File: src/rtl/mem_sys_pkg.sv
// Shared definitions for the memory port arbiter: default region bases,
// FSM state encoding and requester (owner) encoding.
package mem_sys_pkg;

    localparam int          MEMORY_DEPTH_DEF = 32;
    localparam logic [31:0] ROM_BASE_DEF     = 32'h0040_0000;
    localparam logic [31:0] RAM_BASE_DEF     = 32'h1001_0000;

    typedef enum logic [1:0] {
        IDLE   = 2'd0,
        ACCESS = 2'd1,
        RESP   = 2'd2
    } state_t;

    typedef enum logic {
        OWN_IF = 1'b0,
        OWN_DM = 1'b1
    } owner_t;

endpackage

File: src/rtl/mem_addr_decode.sv
// Combinational address check: classifies a byte address into ROM / RAM
// regions and flags misaligned, unmapped, or ROM-write accesses.
module mem_addr_decode #(
    parameter int                    MEMORY_DEPTH = 32,
    parameter int                    DATA_WIDTH   = 32,
    parameter logic [DATA_WIDTH-1:0] ROM_BASE     = 32'h0040_0000,
    parameter logic [DATA_WIDTH-1:0] RAM_BASE     = 32'h1001_0000
) (
    input  logic [DATA_WIDTH-1:0] addr,
    input  logic                  write,
    output logic                  in_rom,
    output logic                  in_ram,
    output logic                  err
);

    // Byte span of each region; regions do not wrap.
    localparam logic [DATA_WIDTH-1:0] SPAN = DATA_WIDTH'(4 * MEMORY_DEPTH);

    // Region membership uses an offset compare so the top word is legal
    // and the word just past it is not.
    always_comb begin
        in_rom = (addr >= ROM_BASE) && ((addr - ROM_BASE) < SPAN);
        in_ram = (addr >= RAM_BASE) && ((addr - RAM_BASE) < SPAN);
        err    = (addr[1:0] != 2'b00) || !(in_rom || in_ram) || (write && in_rom);
    end

endmodule

File: src/rtl/mem_port_arbiter.sv
// Round-robin arbiter sharing one memory wrapper port between instruction
// fetch (read-only) and data memory (read/write). Each transaction runs
// IDLE -> ACCESS -> RESP, with a one-cycle ack in RESP.
module mem_port_arbiter
    import mem_sys_pkg::*;
#(
    parameter int                    MEMORY_DEPTH = MEMORY_DEPTH_DEF,
    parameter int                    DATA_WIDTH   = 32,
    parameter logic [DATA_WIDTH-1:0] ROM_BASE     = ROM_BASE_DEF,
    parameter logic [DATA_WIDTH-1:0] RAM_BASE     = RAM_BASE_DEF
) (
    input  logic                  clk,
    input  logic                  reset,

    input  logic                  IF_Req_i,
    input  logic [DATA_WIDTH-1:0] IF_Address_i,
    output logic                  IF_Ack_o,
    output logic [DATA_WIDTH-1:0] IF_Data_o,
    output logic                  IF_Err_o,

    input  logic                  DM_Req_i,
    input  logic                  DM_Write_i,
    input  logic [DATA_WIDTH-1:0] DM_Address_i,
    input  logic [DATA_WIDTH-1:0] DM_Write_Data_i,
    output logic                  DM_Ack_o,
    output logic [DATA_WIDTH-1:0] DM_Data_o,
    output logic                  DM_Err_o,

    output logic [DATA_WIDTH-1:0] Mem_Address_o,
    output logic [DATA_WIDTH-1:0] Mem_Write_Data_o,
    output logic                  Mem_Write_Enable_o,
    input  logic [DATA_WIDTH-1:0] Mem_Read_Data_i,

    output logic                  Busy_o
);

    state_t                state, state_nxt;
    owner_t                last_grant, owner_q, win;
    logic [DATA_WIDTH-1:0] addr_q, wdata_q, data_q;
    logic [DATA_WIDTH-1:0] sel_addr;
    logic                  sel_write;
    logic                  write_q, err_q;
    logic                  any_req;
    logic                  dec_in_rom, dec_in_ram, dec_err;
    logic                  unused_region;

    assign any_req = IF_Req_i || DM_Req_i;

    // Pick the winner and mux its request; on a tie, the side not granted last wins.
    always_comb begin
        win = OWN_IF;
        if (IF_Req_i && DM_Req_i)
            win = (last_grant == OWN_DM) ? OWN_IF : OWN_DM;
        else if (DM_Req_i)
            win = OWN_DM;
        sel_addr  = (win == OWN_DM) ? DM_Address_i : IF_Address_i;
        sel_write = (win == OWN_DM) && DM_Write_i;
    end

    mem_addr_decode #(
        .MEMORY_DEPTH (MEMORY_DEPTH),
        .DATA_WIDTH   (DATA_WIDTH),
        .ROM_BASE     (ROM_BASE),
        .RAM_BASE     (RAM_BASE)
    ) u_decode (
        .addr   (sel_addr),
        .write  (sel_write),
        .in_rom (dec_in_rom),
        .in_ram (dec_in_ram),
        .err    (dec_err)
    );

    // Region flags are folded into the error; kept as nets for debug probing.
    assign unused_region = dec_in_rom | dec_in_ram;

    // State register.
    always_ff @(posedge clk) begin
        if (!reset) state <= IDLE;
        else        state <= state_nxt;
    end

    // Next-state logic: requests are only looked at in IDLE.
    always_comb begin
        state_nxt = state;
        case (state)
            IDLE:    if (any_req) state_nxt = ACCESS;
            ACCESS:  state_nxt = RESP;
            RESP:    state_nxt = IDLE;
            default: state_nxt = IDLE;
        endcase
    end

    // Latch the granted request in IDLE and capture read data at the end of ACCESS.
    always_ff @(posedge clk) begin
        if (!reset) begin
            last_grant <= OWN_DM;
            owner_q    <= OWN_IF;
            addr_q     <= '0;
            wdata_q    <= '0;
            write_q    <= 1'b0;
            err_q      <= 1'b0;
            data_q     <= '0;
        end else begin
            if (state == IDLE && any_req) begin
                last_grant <= win;
                owner_q    <= win;
                addr_q     <= sel_addr;
                wdata_q    <= DM_Write_Data_i;
                write_q    <= sel_write;
                err_q      <= dec_err;
            end
            if (state == ACCESS)
                data_q <= err_q ? '0 : Mem_Read_Data_i;
        end
    end

    // Memory side: address/data hold last latched value; write only in ACCESS,
    // and never while reset is asserted so an aborted store cannot land.
    always_comb begin
        Mem_Address_o      = addr_q;
        Mem_Write_Data_o   = wdata_q;
        Mem_Write_Enable_o = (state == ACCESS) && write_q && !err_q && reset;
    end

    // Requester side: only the owner sees ack/data/err, and only in RESP.
    always_comb begin
        IF_Ack_o  = (state == RESP) && (owner_q == OWN_IF);
        DM_Ack_o  = (state == RESP) && (owner_q == OWN_DM);
        IF_Err_o  = IF_Ack_o && err_q;
        DM_Err_o  = DM_Ack_o && err_q;
        IF_Data_o = IF_Ack_o ? data_q : '0;
        DM_Data_o = DM_Ack_o ? data_q : '0;
        Busy_o    = (state != IDLE);
    end

endmodule

File: config.mk
export PLATFORM = sky130hd
export DESIGN_NAME = mem_port_arbiter
export DESIGN_NICKNAME = d
export VERILOG_FILES = /design/src/rtl/mem_sys_pkg.sv /design/src/rtl/mem_addr_decode.sv /design/src/rtl/mem_port_arbiter.sv
export SDC_FILE = /design/constraint.sdc
export NUM_CORES = 1
export LEC_CHECK = 0
export CORE_MARGIN = 10
export CORE_UTILIZATION = 38
export CTS_CLUSTER_SIZE = 12
export DETAILED_ROUTE_END_ITERATION = 10
export PLACE_DENSITY = 0.85
export SYNTH_ARGS = -nofsm -noshare
export SYNTH_HDL_FRONTEND = slang
export SYNTH_SLANG_ARGS = --single-unit
File: constraint.sdc
create_clock -name clk -period 2.55 [get_ports clk]
set_clock_uncertainty 0.05 [all_clocks]
set_input_delay 0.765 -clock clk [delete_from_list [all_inputs] [get_ports clk]]
set_output_delay 0.765 -clock clk [all_outputs]
set_load 0.005 [all_outputs]
Yosys cells after proc, flatten, opt, wreduce, memory -nomap -nowiden
Index checks and enable logic that the tools add are counted.

storage, ports and cells
  bits in registers = 102
  latch bits = 0
  bits in writable memories = 0
  ROM bits = 0
  input port bits = 133
  logic and storage cells = 49
  memories kept = 0

cells by class
  $add $sub $neg = 2
  $mul = 0
  div/mod/pow operators = 0
  $lt $le $gt $ge = 4
  equal/unequal tests = 3
  shift operators = 0
  muxes and demuxes = 9
  bitwise logic cells = 1
  reduce and logical (&&, ||, !) cells = 22

operators with widths
  operator                                                                       number
  32-bit two-way mux                                                             4
  32-bit by 8-bit less-than comparator with 1-bit output, second input constant  2
  32-bit by 23-bit >= comparator with 1-bit output, second input constant        1
  32-bit by 29-bit >= comparator with 1-bit output, second input constant        1
  32-bit by 23-bit subtractor with 32-bit output, second input constant          1
  32-bit by 29-bit subtractor with 32-bit output, second input constant          1
  1-bit logical AND                                                              13
  1-bit logical OR                                                               4
  2-bit one-hot mux with 2 select lines                                          1
  2-bit nonzero test                                                             2
  1-bit two-way mux                                                              3
  2-bit by 1-bit == test with 1-bit output, second input constant                1
  2-bit == test, second input constant                                           1
  1-bit zero test                                                                2
  2-bit zero test                                                                1
  2-bit two-way mux                                                              1
  2-bit inequality test, second input constant                                   1
  1-bit inverter                                                                 1

Logic depth before layout (Yosys ltp)
Gate-level depths: netlist (run 1).

  depth in word-level cells = 10
  depth in mapped cells = 7
  mapped depth without buffers = 6

Modules after synthesis
From an unflattened synthesis (run 1), not the netlist that was laid out.

second synthesis, totals
  cell total of the unflattened synthesis = 552
  area total of the unflattened synthesis = 4540.6 µm²

by module, submodules not included
  module            times used  cells an instance  area an instance (µm²)
  mem_port_arbiter  1           535                4411.7
  mem_addr_decode   1           17                 128.9

Least setup slack after synthesis (run 1)
Ideal clock, no wire load.

  path type = input -> output
  start = input port reset
  end = output port Mem_Write_Enable_o
  arrival time = 1695 ps
  required time = 1735 ps
  setup slack = 40 ps
  cell stages on the path = 6
  path buffers = 3
  cell sequence = clkbuf_1 > and3_1 > nor2b_1 > buf_2 > buf_2 > and2_1

on the way
  cells in the longest elaborated chain, start to end = 1

ends and longest elaborated chain
  what                RTL line                 text
  start: declaration  mem_port_arbiter.sv:13   input logic reset,
  1-bit logical AND   mem_port_arbiter.sv:122  Mem_Write_Enable_o = (state == ACCESS) && write_q && !err_q && reset;
  end: declaration    mem_port_arbiter.sv:31   output logic Mem_Write_Enable_o,

Every way passes these cells.

Final worst setup path (run 1)
  start = register state[1]
  end = output port DM_Data_o[18]

on the way
  cells in the longest elaborated chain, start to end = 3

ends and longest elaborated chain
  what                      RTL line                 text
  start: declaration        mem_port_arbiter.sv:37   state_t state, state_nxt;
  start signal: assignment  mem_port_arbiter.sv:79   else state <= state_nxt;
  2-bit == test             mem_port_arbiter.sv:128  DM_Ack_o = (state == RESP) && (owner_q == OWN_DM);
  1-bit logical AND         mem_port_arbiter.sv:128
  32-bit two-way mux        mem_port_arbiter.sv:132  DM_Data_o = DM_Ack_o ? data_q : '0;
  end: declaration          mem_port_arbiter.sv:26   output logic [DATA_WIDTH-1:0] DM_Data_o,

Every way passes these cells.

==> results.md, run 1 <==
Pwr:
- The leakage power is about 3.6 nW.
- The relative contribution of sequential cells to total power is 42.1%.
- Per report_power, the combinational group accounts for between 20% and 30% of the total.
- The worst voltage drop across the vdd grid is about 340 uV.
- The net switching power is 1.060 mW.
- The internal power is ~3.3 mW.
- The power density of the placed cells is ~550 nW/um^2.
- The completed layout was analyzed and its total power is 4.316 mW.
- The part of the total power dissipated in the clock network is 36.8%.
- The switching power share of the total is 24.55%.

Min path:
- Counting instances, the worst hold path has a depth of 2.
- The destination of the worst hold path is Mem_Write_Data_o[30]$_SDFFE_PN0P_.
- The launch point of the worst hold path is Mem_Write_Data_o[30]$_SDFFE_PN0P_.
- The classification of the worst-slack hold path is flop to flop.

Detailed routing:
- The uppermost layer routed is met4.
- The routed design has 17280 um of wire.
- Before antenna repair, the detailed router went through 5 iterations.
- The DRC violations left is 0.
- The routed length on met2 is 8520 um.
- In the final routed layout, each cell accounts on average for 18.44 um.
- The first routing iteration left 321 violations.
- Once detail routing completed, the nets flagged for antenna violations numbered 0.
- The wire length on met3 is 1993 um.
- The via count is 4859.
- The routed length on met1 is just over 6000 um.
- In the routed layout, each cell is associated on average with a via count of 5.186.

Setup path:
- Walking the worst path, the cells encountered are inv_4 > nor3b_4 > buf_12 > buf_12 > and2_1 > dlygate4sd2_1.
- The worst register-to-register path has a depth of 6.
- STA puts the critical path data arrival time at around 1.7 ns.
- The reg-to-reg critical path endpoint is err_q$_SDFFE_PN0P_.
- The peak fanout along the critical path is 12.
- Together, buffers and inverters on the worst path number 4.
- The kind of cell with the highest combined delay along the critical path is buffers and inverters.
- The endpoint type of the worst setup path is an output pin.
- On the worst path, the slowest cell contributes a delay of 0.35 ns.
- The setup slack on the worst flop-to-flop path is between 0.9 and 1 ns.
- The worst register-to-register path begins at last_grant$_SDFFE_PN1P_.
- The data required time of the worst path is approximately 1.7 ns.
- The most numerous cell on the critical path is sky130_fd_sc_hd__buf_12.
- The setup path with the least slack is of type flop to output pin.
- The worst setup path is launched from a flop.
- The cell with the biggest individual delay on the critical path is sky130_fd_sc_hd__dfxtp_2.

Synthesis:
- The register bit total from synthesis is 102.
- Dividing the synthesized area by the synthesized cell count gives 8.570 um^2.
- The distinct cell type count after synthesis is 33.
- The post-synthesis sequential area ratio is between 40% and 50%.
- The post-synthesis instance total is 530.
- When the netlist entered floorplanning its net count stood at 663.
- The count of warnings emitted by yosys is 0.
- After synthesis the cells add up to 4542 um^2.

Global route:
- The total global routing track utilization is 19.66%.
- The number of global-route vias before repair came to 4893.
- The overflow left after global routing is 0.
- The number of antenna violations at the first check in global routing came to 1.
- The global-route wire length before repair is 26380 um.
- The maximum number of pins on one net before global-route repair is 71.

CTS:
- In this run the number of H-tree levels came out at 3.
- The clock tree from TritonCTS is done.
- Clock tree synthesis inserted a total of 9 buffers.
- Hold repair after CTS inserted 0 buffers.
- The clock tree root driver cell is sky130_fd_sc_hd__clkbuf_16.
- The clock passes through at most 2 buffers.
- After clock tree synthesis, the clock-pin slew on the worst setup and hold paths is roughly 0.07 ns.
- The clock reaches the later pin of the worst-skew pair after 0.34 ns.
- For this design, the sink count on the clock tree is a little over 100.

Place:
- At the end of routability-driven placement, the weighted congestion stood at 0.8618.
- Port buffering added 266 buffers.
- The post-placement worst setup slack is -0.1035 ns.
- The placed instances occupy a cell area of roughly 7400 um^2.
- Summed over all nets, the half-perimeter wirelength after detailed placement is 13280 um.

Timing:
- The final hold slack is 0.4136 ns.
- The share of the clock period used by the worst path is 97.37%.
- The final count of pins violating max slew is 0.
- For this run, the top clock speed supported by timing is approximately 0.4 GHz.
- Setup repair after global routing could not meet its margin everywhere.
- The tightest slew margin relative to the limit is between 50% and 60%.
- Setup violations remaining at the end of the flow were counted as 0.
- The final count of hold timing violations is 0.
- For the pin with the worst max-slew slack, the measured transition is 0.6416 ns.
- Counting I/O delays and the setup requirement, the final critical path takes 2.483 ns.
- Across all setup checks in the final design, the least slack found is 0.06695 ns.

Layout:
- Cells fill between 60% and 70% of the core in the end.
- The final instance area is 7811 um^2.
- At the end of the flow, the number of nets in the layout was 921.
- The layout cell share with drive strength beyond 1 is just under 7%.
- The synthesis-to-finish area growth is 71.98%.

Run status:
- The flow ran to the end, and the final reports show no timing, DRC or antenna violations.

Floorplanning:
- From left edge to right edge, the die measures around 130 um.
- The floorplan has 39 rows.
- The die area is between 15000 and 20000 um^2.
- The die outline height is 129.3 um.
- After floorplanning, the core was sized to cover 11560 um^2.
- The number of I/O pins is 267.
- The initial core utilization is just under 40%.

Job:
- The total of max-cap violations is 0.
## cell usage after synthesis (all sizes together)
master | count | area share (%)
nand2 | 129 | 11
dfxtp | 102 | 45
and2 | 68 | 9.4
a21boi | 34 | 5.9
a22o | 33 | 6.4
nand3 | 32 | 3.5
o211a | 32 | 7.1
clkbuf | 22 | 1.8
buf | 20 | 2.3
nor2 | 12 | 1.0
nor3 | 8 | 0.88
nand4 | 6 | 0.83
nand4b | 4 | 0.77
nor2b | 4 | 0.55
nor4 | 4 | 0.83
a22oi | 3 | 0.61
mux2i | 3 | 0.66
or4 | 3 | 0.50
a21oi | 2 | 0.22
o21ai | 2 | 0.22
or2 | 2 | 0.28
a21bo | 1 | 0.22
a31oi | 1 | 0.14
and3 | 1 | 0.14
inv | 1 | 0.083
nor3b | 1 | 0.17
## flip-flops by register name (all words and copies together) (netlist names)
register / cells
Mem_Address_o: 32
Mem_Write_Data_o: 32
data_q: 32
state: 2
err_q: 1
last_grant: 1
owner_q: 1
write_q: 1
## cell type report
class                      count  area, um^2
timing repair buffer         289        2885
multi-input combinational    385        2345
fill                         921        3754
clock inverter                 6       108.9
clock buffer                  10       239.0
antenna                        1       2.502
tap                          143       178.9
inverter                       1       6.256
sequential                   102        2046
## cells in the final DEF (no fill, tap or decap), types with 2 or more instances in the layout
cell                                n
sky130_fd_sc_hd__a22o_1            33
sky130_fd_sc_hd__buf_4             13
sky130_fd_sc_hd__clkdlybuf4s15_1   13
sky130_fd_sc_hd__and2_1            68
sky130_fd_sc_hd__o21ai_0            2
sky130_fd_sc_hd__clkinv_2           2
sky130_fd_sc_hd__clkbuf_16         10
sky130_fd_sc_hd__nand4b_1           4
sky130_fd_sc_hd__nor4_2             2
sky130_fd_sc_hd__buf_6              2
sky130_fd_sc_hd__dlygate4sd2_1     54
sky130_fd_sc_hd__nor2_1            11
sky130_fd_sc_hd__a22oi_1            2
sky130_fd_sc_hd__nand4_1            6
sky130_fd_sc_hd__nor2b_1            3
sky130_fd_sc_hd__nand2_1          129
sky130_fd_sc_hd__buf_12             6
sky130_fd_sc_hd__dfxtp_2            3
sky130_fd_sc_hd__nor4_1             2
sky130_fd_sc_hd__or4_1              3
sky130_fd_sc_hd__o211a_1           32
sky130_fd_sc_hd__mux2i_1            3
sky130_fd_sc_hd__bufinv_16          3
sky130_fd_sc_hd__a21boi_0          32
sky130_fd_sc_hd__a21oi_1            2
sky130_fd_sc_hd__nand3_1           32
sky130_fd_sc_hd__dfxtp_1           99
sky130_fd_sc_hd__or2_1              2
sky130_fd_sc_hd__nor3_1             7
sky130_fd_sc_hd__clkdlybuf4s50_1  197
## through the flow
step                setup TNS [ns]  cells
global route              -0.04455    937
finish                           0    937
global placement          -0.09720    914
detailed placement         -0.1747    914
CTS                              0    933
floorplan                        0    530
## power groups by stage
stage          combinational [mW]  clock [mW]  sequential (mW)
2_1_floorplan               0.341           0             1.84
3_3_place_gp                0.890           0             1.84
3_5_place_dp                0.907           0             1.85
4_1_cts                     0.920        1.62             1.82
5_1_grt                     0.993        1.69             1.83
6_report                    0.914        1.59             1.81
## logic make-up after synthesis
family	synth area share [%]
multiplexers	0.6612
flip-flops	44.96
AND/OR/NAND/NOR	29.53
AO/OA/AOI/OAI	20.69
buffers and inverters	4.160
## how the worst max path moves through the flow
stage / from / endpoint / slack, ns / cells after the start
final: state[1]$_SDFFE_PN0P_ / DM_Data_o[18] / 0.07 / 6
after global routing: state[1]$_SDFFE_PN0P_ / DM_Ack_o / -0.01 / 4
after CTS: state[1]$_SDFFE_PN0P_ / IF_Ack_o / 0.01 / 5
after detailed placement: reset / Mem_Write_Enable_o / -0.10 / 5
after global placement: reset / Mem_Write_Enable_o / -0.1 / 5
after floorplan: reset / Mem_Write_Enable_o / 0.04 / 6
## metal layers
layer | track usage (%) | up-vias
met2 | 33.57 | 233
met1 | 20.95 | 2240
li1 | - | 2349
met3 | 7.790 | 37
met5 | 0 | -
met4 | 9.231 | 0
## timing repair
item                                    in CTS  in global routing
gates resized for setup                     75                 16
endpoints found under the setup margin      69                  2
pin swaps                                    0                  1
gates cloned                                 1                  1
buffers inserted                             2                  2
## worst reg2reg max path, cell delays in order, from the launching register on
cell and delay (ns):
sky130_fd_sc_hd__dfxtp_1 0.41, sky130_fd_sc_hd__a21bo_2 0.24, sky130_fd_sc_hd__mux2i_1 0.34, sky130_fd_sc_hd__nor2_1 0.09
sky130_fd_sc_hd__mux2i_1 0.15, sky130_fd_sc_hd__a22o_1 0.16, sky130_fd_sc_hd__a31oi_1 0.09
Note: power is estimated with default switching activity, not from simulation.
==> run 2: changes to the inputs <==
CORE_UTILIZATION = 41   (was 38)
PLACE_DENSITY = 0.9   (was 0.85)
clock period = 2.9 ns   (was 2.55 ns; I/O delays follow)
==> results.md, run 2 (synthesis gave the netlist of run 1 again) <==
Run status:
- The flow ran to the end, and the final reports show no timing, DRC or antenna violations.

CTS:
- The clock slew seen by the registers of the worst setup and hold paths is approximately 0.1 ns.
- The number of sinks driven by the clock tree is 102.
- The H-tree depth is 3.
- The root buffer cell chosen for the clock tree is sky130_fd_sc_hd__clkbuf_8.
- The clock latency reported for the late side of the worst-skew pair is 0.36 ns.
- TritonCTS built the clock tree.
- The maximum clock path buffer count is 2.
- The count of buffers added by post-CTS timing repair for setup is 0.
- The number of buffers added by the clock tree synthesis step is 9.
- The number of buffers inserted by hold repair at cts is 0.

Pwr:
- In this run, the clock network consumes 28.0% of the power.
- The switching power share of the total is 27.46%.
- In this run, flip-flops and latches consume approximately half of the power.
- The power density of the placed cells is 435.7 nW/um^2.
- The combinational share of power is between 20% and 30%.
- The internal power is 2.390 mW.
- The leakage power is between 3 and 4 nW.
- The worst voltage drop across the vdd grid is 246.0 uV.
- The net switching power is between 0.9 and 1 mW.

Floorplanning:
- The die area is 15690 um^2.
- The area of the core region is 10840 um^2.
- The die outline height is 125.3 um.
- The width of the die is 125.3 um.
- 267 I/O pins were placed.
- The initial core utilization is 41.90%.
- The floorplan has 38 rows.

Timing:
- The tightest slew margin relative to the limit is a little under three fifths.
- In the finished design, the share of the clock period the worst path needs comes to ~100%.
- Derived from the worst setup path, the maximum achievable clock frequency is 0.3525 GHz.
- Setup repair after global routing could not meet its margin everywhere.
- The final count of pins violating max slew was 0.
- The final count of hold timing violations is 0.
- The final worst setup slack is 0.06334 ns.
- The shortest period the worst path allows is 2.837 ns.
- The setup-violating endpoint count in the final report is 0.
- The total negative slack for setup checks is 0 ns.
- The slew at the pin closest to its max-slew limit is 0.6469 ns.

Global route:
- The number of antenna violations at the first check in global routing is 1.
- For this run the aggregate overflow at the end of global routing stands at 0.
- The maximum number of pins on one net before global-route repair is 73.
- The first global-routing pass estimated 26120 um of wire.
- The total global routing track utilization is 19.97%.
- The number of global-route vias before repair is 4886.

Detailed routing:
- Before antenna repair, the detailed router went through 4 iterations.
- The sum of routed wire length over all layers is 16610 um.
- The DRC marker count from the first detailed-route iteration is 299.
- Dividing the detail-routed via count by the number of cells gives 5.187.
- For this block, the via count after detailed routing is about 4.8k.
- The antenna violation net count after detailed routing is 0.
- The wire length per cell is ~18 um.
- In the routed design, unresolved DRC markers number 0.

Job:
- Across the run, the number of max-cap violations was 0.

Setup path:
- The worst setup path is launched from an input port.
- The type of the setup path with the least slack is input port to output pin.
- Along the worst path, the maximum fanout reaches 2.
- The data required time of the worst path is 1.98 ns.
- The endpoint type of the worst setup path is an output pin.
- The arrival time at the worst endpoint is about 1.9 ns.
- The number of cells on the worst reg-to-reg path is 6.

Layout:
- The number of standard cells in the final layout excluding fillers is 923.
- The number of inserted filler cells in the final layout is 826.
- In the final design database the tool counted a little over 900 nets.
- Once layout is done, the placed cells without fillers occupy 7560 um^2.
- The post-route netlist has 5.115% of its cells at a drive strength greater than 1.
- The area growth from synthesis to layout is 66.45%.
- The utilization after layout is between 60 and 70%.
- In the layout the commonest cells are sky130_fd_sc_hd__clkdlybuf4s50_1 (257), sky130_fd_sc_hd__nand2_1 (129), sky130_fd_sc_hd__dfxtp_1 (102).
- The library cell used most frequently in the layout, excluding fill and tap cells, is sky130_fd_sc_hd__clkdlybuf4s50_1.

Min path:
- Along the worst hold path, the cell count comes to 2.
- The classification of the worst-slack hold path is flop to flop.

Place:
- After legalization and detailed placement, the total HPWL measured 13240 um.
- The number of I/O port buffers is 266.
- Prior to clock tree synthesis, the placed netlist has a worst setup slack of 0.05752 ns.
- The number of placed instances, taps included, is between 900 and 1k.
- The congestion estimate from routability-driven global placement came to 0.8597.
- The instance area at placement is about 7300 um^2.
## run 2: worst paths after layout
check | startpoint | endpoint | slack (ns)
worst min-delay path | Mem_Write_Data_o[24]$_SDFFE_PN0P_ | Mem_Write_Data_o[24]$_SDFFE_PN0P_ | 0.42
worst min register to register | Mem_Write_Data_o[24]$_SDFFE_PN0P_ | Mem_Write_Data_o[24]$_SDFFE_PN0P_ | 0.42
worst max-delay path | reset | Mem_Write_Enable_o | 0.06
worst max register to register | last_grant$_SDFFE_PN1P_ | err_q$_SDFFE_PN0P_ | 1.27
## run 2: what timing repair did
item,4_1_cts,5_1_grt
hold endpoints to repair,0,0
resized for setup,2,9
gates cloned,0,0
setup endpoints to repair,2,36
## run 2: cell type report
cell class / count / area [um^2] / area share, %
timing repair buffer: 278 / 2800 / 37.04
multi-input combinational: 385 / 2332 / 30.85
sequential: 102 / 2042 / 27.01
tap: 140 / 175.2 / 2.317
clock buffer: 9 / 123.9 / 1.639
clock inverter: 7 / 80.08 / 1.059
inverter: 1 / 3.754 / 0.04965
antenna: 1 / 2.502 / 0.03310
## run 2: power by group through the flow
stage	Clock (mW)	Sequential (mW)	Combinational [mW]
global placement	0	1.61	0.760
CTS	0.952	1.59	0.787
global route	1.01	1.61	0.845
finish	0.923	1.59	0.780
floorplan	0	1.62	0.300
detailed placement	0	1.62	0.782
## run 2: worst max-delay path, stage by stage
cell                              delay, ns
sky130_fd_sc_hd__buf_2                 0.10
sky130_fd_sc_hd__and3_1                0.18
sky130_fd_sc_hd__nor2b_2               0.15
sky130_fd_sc_hd__and2_1                0.15
sky130_fd_sc_hd__clkdlybuf4s50_1       0.46
## run 2: through the flow
stage / hold WS, ns / total power [mW]
floorplan: 0.3976 / 1.917
global placement: 0.4004 / 2.375
detailed placement: 0.4099 / 2.406
CTS: 0.4252 / 3.331
global route: 0.4480 / 3.461
finish: 0.4213 / 3.294
## run 2: metal layers
layer | global-route usage (%) | up-vias | wire [um]
met5 | 0 | - | 0
met4 | 6.911 | 0 | 374
met3 | 7.858 | 26 | 1660
met2 | 35.70 | 197 | 8459
met1 | 20.84 | 2246 | 6115
li1 | - | 2319 | -
==> run 3: changes to the inputs <==
CORE_UTILIZATION = 45   (was 41)
DONT_BUFFER_PORTS = 1   (was not set)
PLACE_DENSITY = not set   (was 0.9)
PLACE_DENSITY_LB_ADDON = 0.12   (was not set)
==> results.md, run 3 (synthesis gave the netlist of run 1 again) <==
Detailed routing:
- After the first detailed-routing iteration, the DRC count stood at 201.
- The antenna violation net count after detailed routing is 0.
- After detailed routing, the number of remaining DRC violations is 0.
- The first TritonRoute pass finished after 4 iterations.
- The sum of routed wire length over all layers is 14050 um.
- The mean number of vias per cell is 5.681.
- The via count is 3681.
- After detailed routing, the average wire length per cell comes to roughly 22 um.

Setup path:
- Setup slack on the worst reg-to-reg path comes out at 1.06 ns.
- The startpoint type of the worst setup path is a flop.
- By startpoint and endpoint, the worst setup path is classified as flop to output pin.
- The worst setup path is captured at an output pin.
- The slowest stage of the critical path belongs to the cell sky130_fd_sc_hd__dfxtp_1.
- The data required time of the worst path is 1.98 ns.
- Data on the critical path arrives at its endpoint at 1.46 ns.
- The delay contributed by the slowest stage of the critical path is 0.34 ns.
- The sum of buffers and inverters on the critical path is 2.
- The peak fanout along the critical path is 24.
- The dominant delay contributor by cell family on the critical path is simple AND/OR/NAND/NOR gates.
- Walking the worst path, the cells encountered are inv_1 > nor3_2 > buf_4 > and2_1.

Layout:
- The net count of the finished layout is 643.
- The diode insertion count for antenna repair is 0.
- The layout cell share with drive strength beyond 1 is 7.184%.
- Compared with the post-synthesis result, the final layout area differs by 6.997%.
- In the layout the commonest cells are sky130_fd_sc_hd__nand2_1 (129), sky130_fd_sc_hd__dfxtp_1 (102), sky130_fd_sc_hd__and2_1 (68).
- Leaving out fill and tap cells, the most frequent cell in the layout is sky130_fd_sc_hd__nand2_1.

Global route:
- The number of antenna violations at the first check in global routing came to 1.
- The total global routing track utilization is a little under a fifth.
- The number of global-route vias before repair is 3667.
- Summed over all layers, the global routing overflow is 0.
- The maximum number of pins on one net before global-route repair is between 70 and 80.
- The global-route wire length before repair is 21190 um.

Floorplanning:
- In this run the vertical extent of the chip is roughly 120 um.
- The area of the core region is 9819 um^2.
- The number of I/O pins is 267.
- The initial core utilization is a little under half.
- The floorplan step defined a die boundary enclosing 14510 um^2.
- The floorplan has 36 rows.
- The width of the die is 120.5 um.

CTS:
- The clock tree root driver cell is sky130_fd_sc_hd__clkbuf_8.
- The H-tree depth is 3.
- The number of sinks driven by the clock tree is 102.
- Once the clock tree was built, the setup fixing pass inserted 0 buffers.
- The clock latency reported for the late side of the worst-skew pair is 0.36 ns.
- In this run, post-CTS hold repair placed 0 buffers.
- TritonCTS created 9 clock buffers.
- The maximum clock path buffer count is 2.
- The number of gates resized after CTS was 0.
- TritonCTS built the clock tree.
- After clock tree synthesis, the clock-pin slew on the worst setup and hold paths is 0.10 ns.

Timing:
- The final count of hold timing violations is 0.
- Measured against its own limit, the worst slew margin works out to about 73%.
- Subtracting the final worst setup slack from the clock period gives 2.382 ns.
- Setup violations remaining at the end of the flow were counted as 0.
- The share of the clock period used by the worst path is 82.15%.
- Setup total negative slack on the finished layout was measured at 0 ns.
- The fmax is 0.4198 GHz.
- The final count of pins violating max slew is 0.
- The slew at the pin closest to its max-slew limit is 0.4087 ns.
- Setup repair after global routing left no endpoint under its margin.

Run status:
- The run finished with clean final reports.

Pwr:
- In this run the static leakage power is 2.164 nW.
- IR analysis of the VDD net gives a maximum drop of 290.6 uV.
- Total power for the finished layout comes to between 2 and 3 mW.
- Power spread over the standard cell area amounts to 612.7 nW/um^2.

Place:
- The routability-driven placement congestion ratio is roughly 0.91.
- Buffers placed on the I/O ports in this run total 0.
- Summed over all nets, the half-perimeter wirelength after detailed placement is 10920 um.

Job:
- The total of max-cap violations is 0.

Min path:
- The min-delay analysis places its worst path in the category flop to flop.
[run 3: metal layers]
metal / vias to the layer above / track usage [%] / share of wire, %
li1: 1775 / - / -
met1: 1696 / 18.03 / 36
met2: 189 / 31.09 / 49
met3: 19 / 9.958 / 13
met4: 2 / 7.089 / 1.9
met5: - / 0 / 0.050
[run 3: worst paths after layout]
path	start	end	cells past startpoint
worst max-delay path	state[1]$_SDFFE_PN0P_	IF_Data_o[16]	4
worst min-delay path	data_q[0]$_SDFFE_PN0N_	data_q[0]$_SDFFE_PN0N_	1
worst max register to register	state[0]$_SDFFE_PN0P_	Mem_Write_Data_o[7]$_SDFFE_PN0P_	5
worst min register to register	data_q[0]$_SDFFE_PN0N_	data_q[0]$_SDFFE_PN0N_	1
[run 3: area by class of cell]
cell class                 instances  area (um^2)
clock inverter                     7        96.34
tap                              133        166.4
timing repair buffer              11        95.09
inverter                           1        3.754
multi-input combinational        385         2332
sequential                       102         2042
fill                             949         4960
clock buffer                       9        123.9
[run 3: metrics by stage]
| step | area [um^2] | instances | hold slack [ns] | setup WS (ns) | utilization, % |
|---|---|---|---|---|---|
| final | 4860 | 648 | 0.4390 | 0.5177 | 49.49 |
| after global routing | 4860 | 648 | 0.4625 | 0.3909 | 49.49 |
| after CTS | 4860 | 648 | 0.4460 | 0.4784 | 49.49 |
| after detailed placement | 4639 | 632 | 0.4195 | 0.6007 | 47.25 |
| after global placement | 4639 | 632 | 0.4136 | 0.6073 | 47.25 |
| after floorplan | 4542 | 530 | 0.3976 | 0.1796 | - |
[run 3: power by group]
group	internal [mW]	leakage (nW)	total (mW)	switching [mW]
combinational	0.150	1.21	0.352	0.202
clock	0.491	0.114	0.999	0.508
sequential	1.52	0.840	1.63	0.106
total	2.16	2.16	2.98	0.816
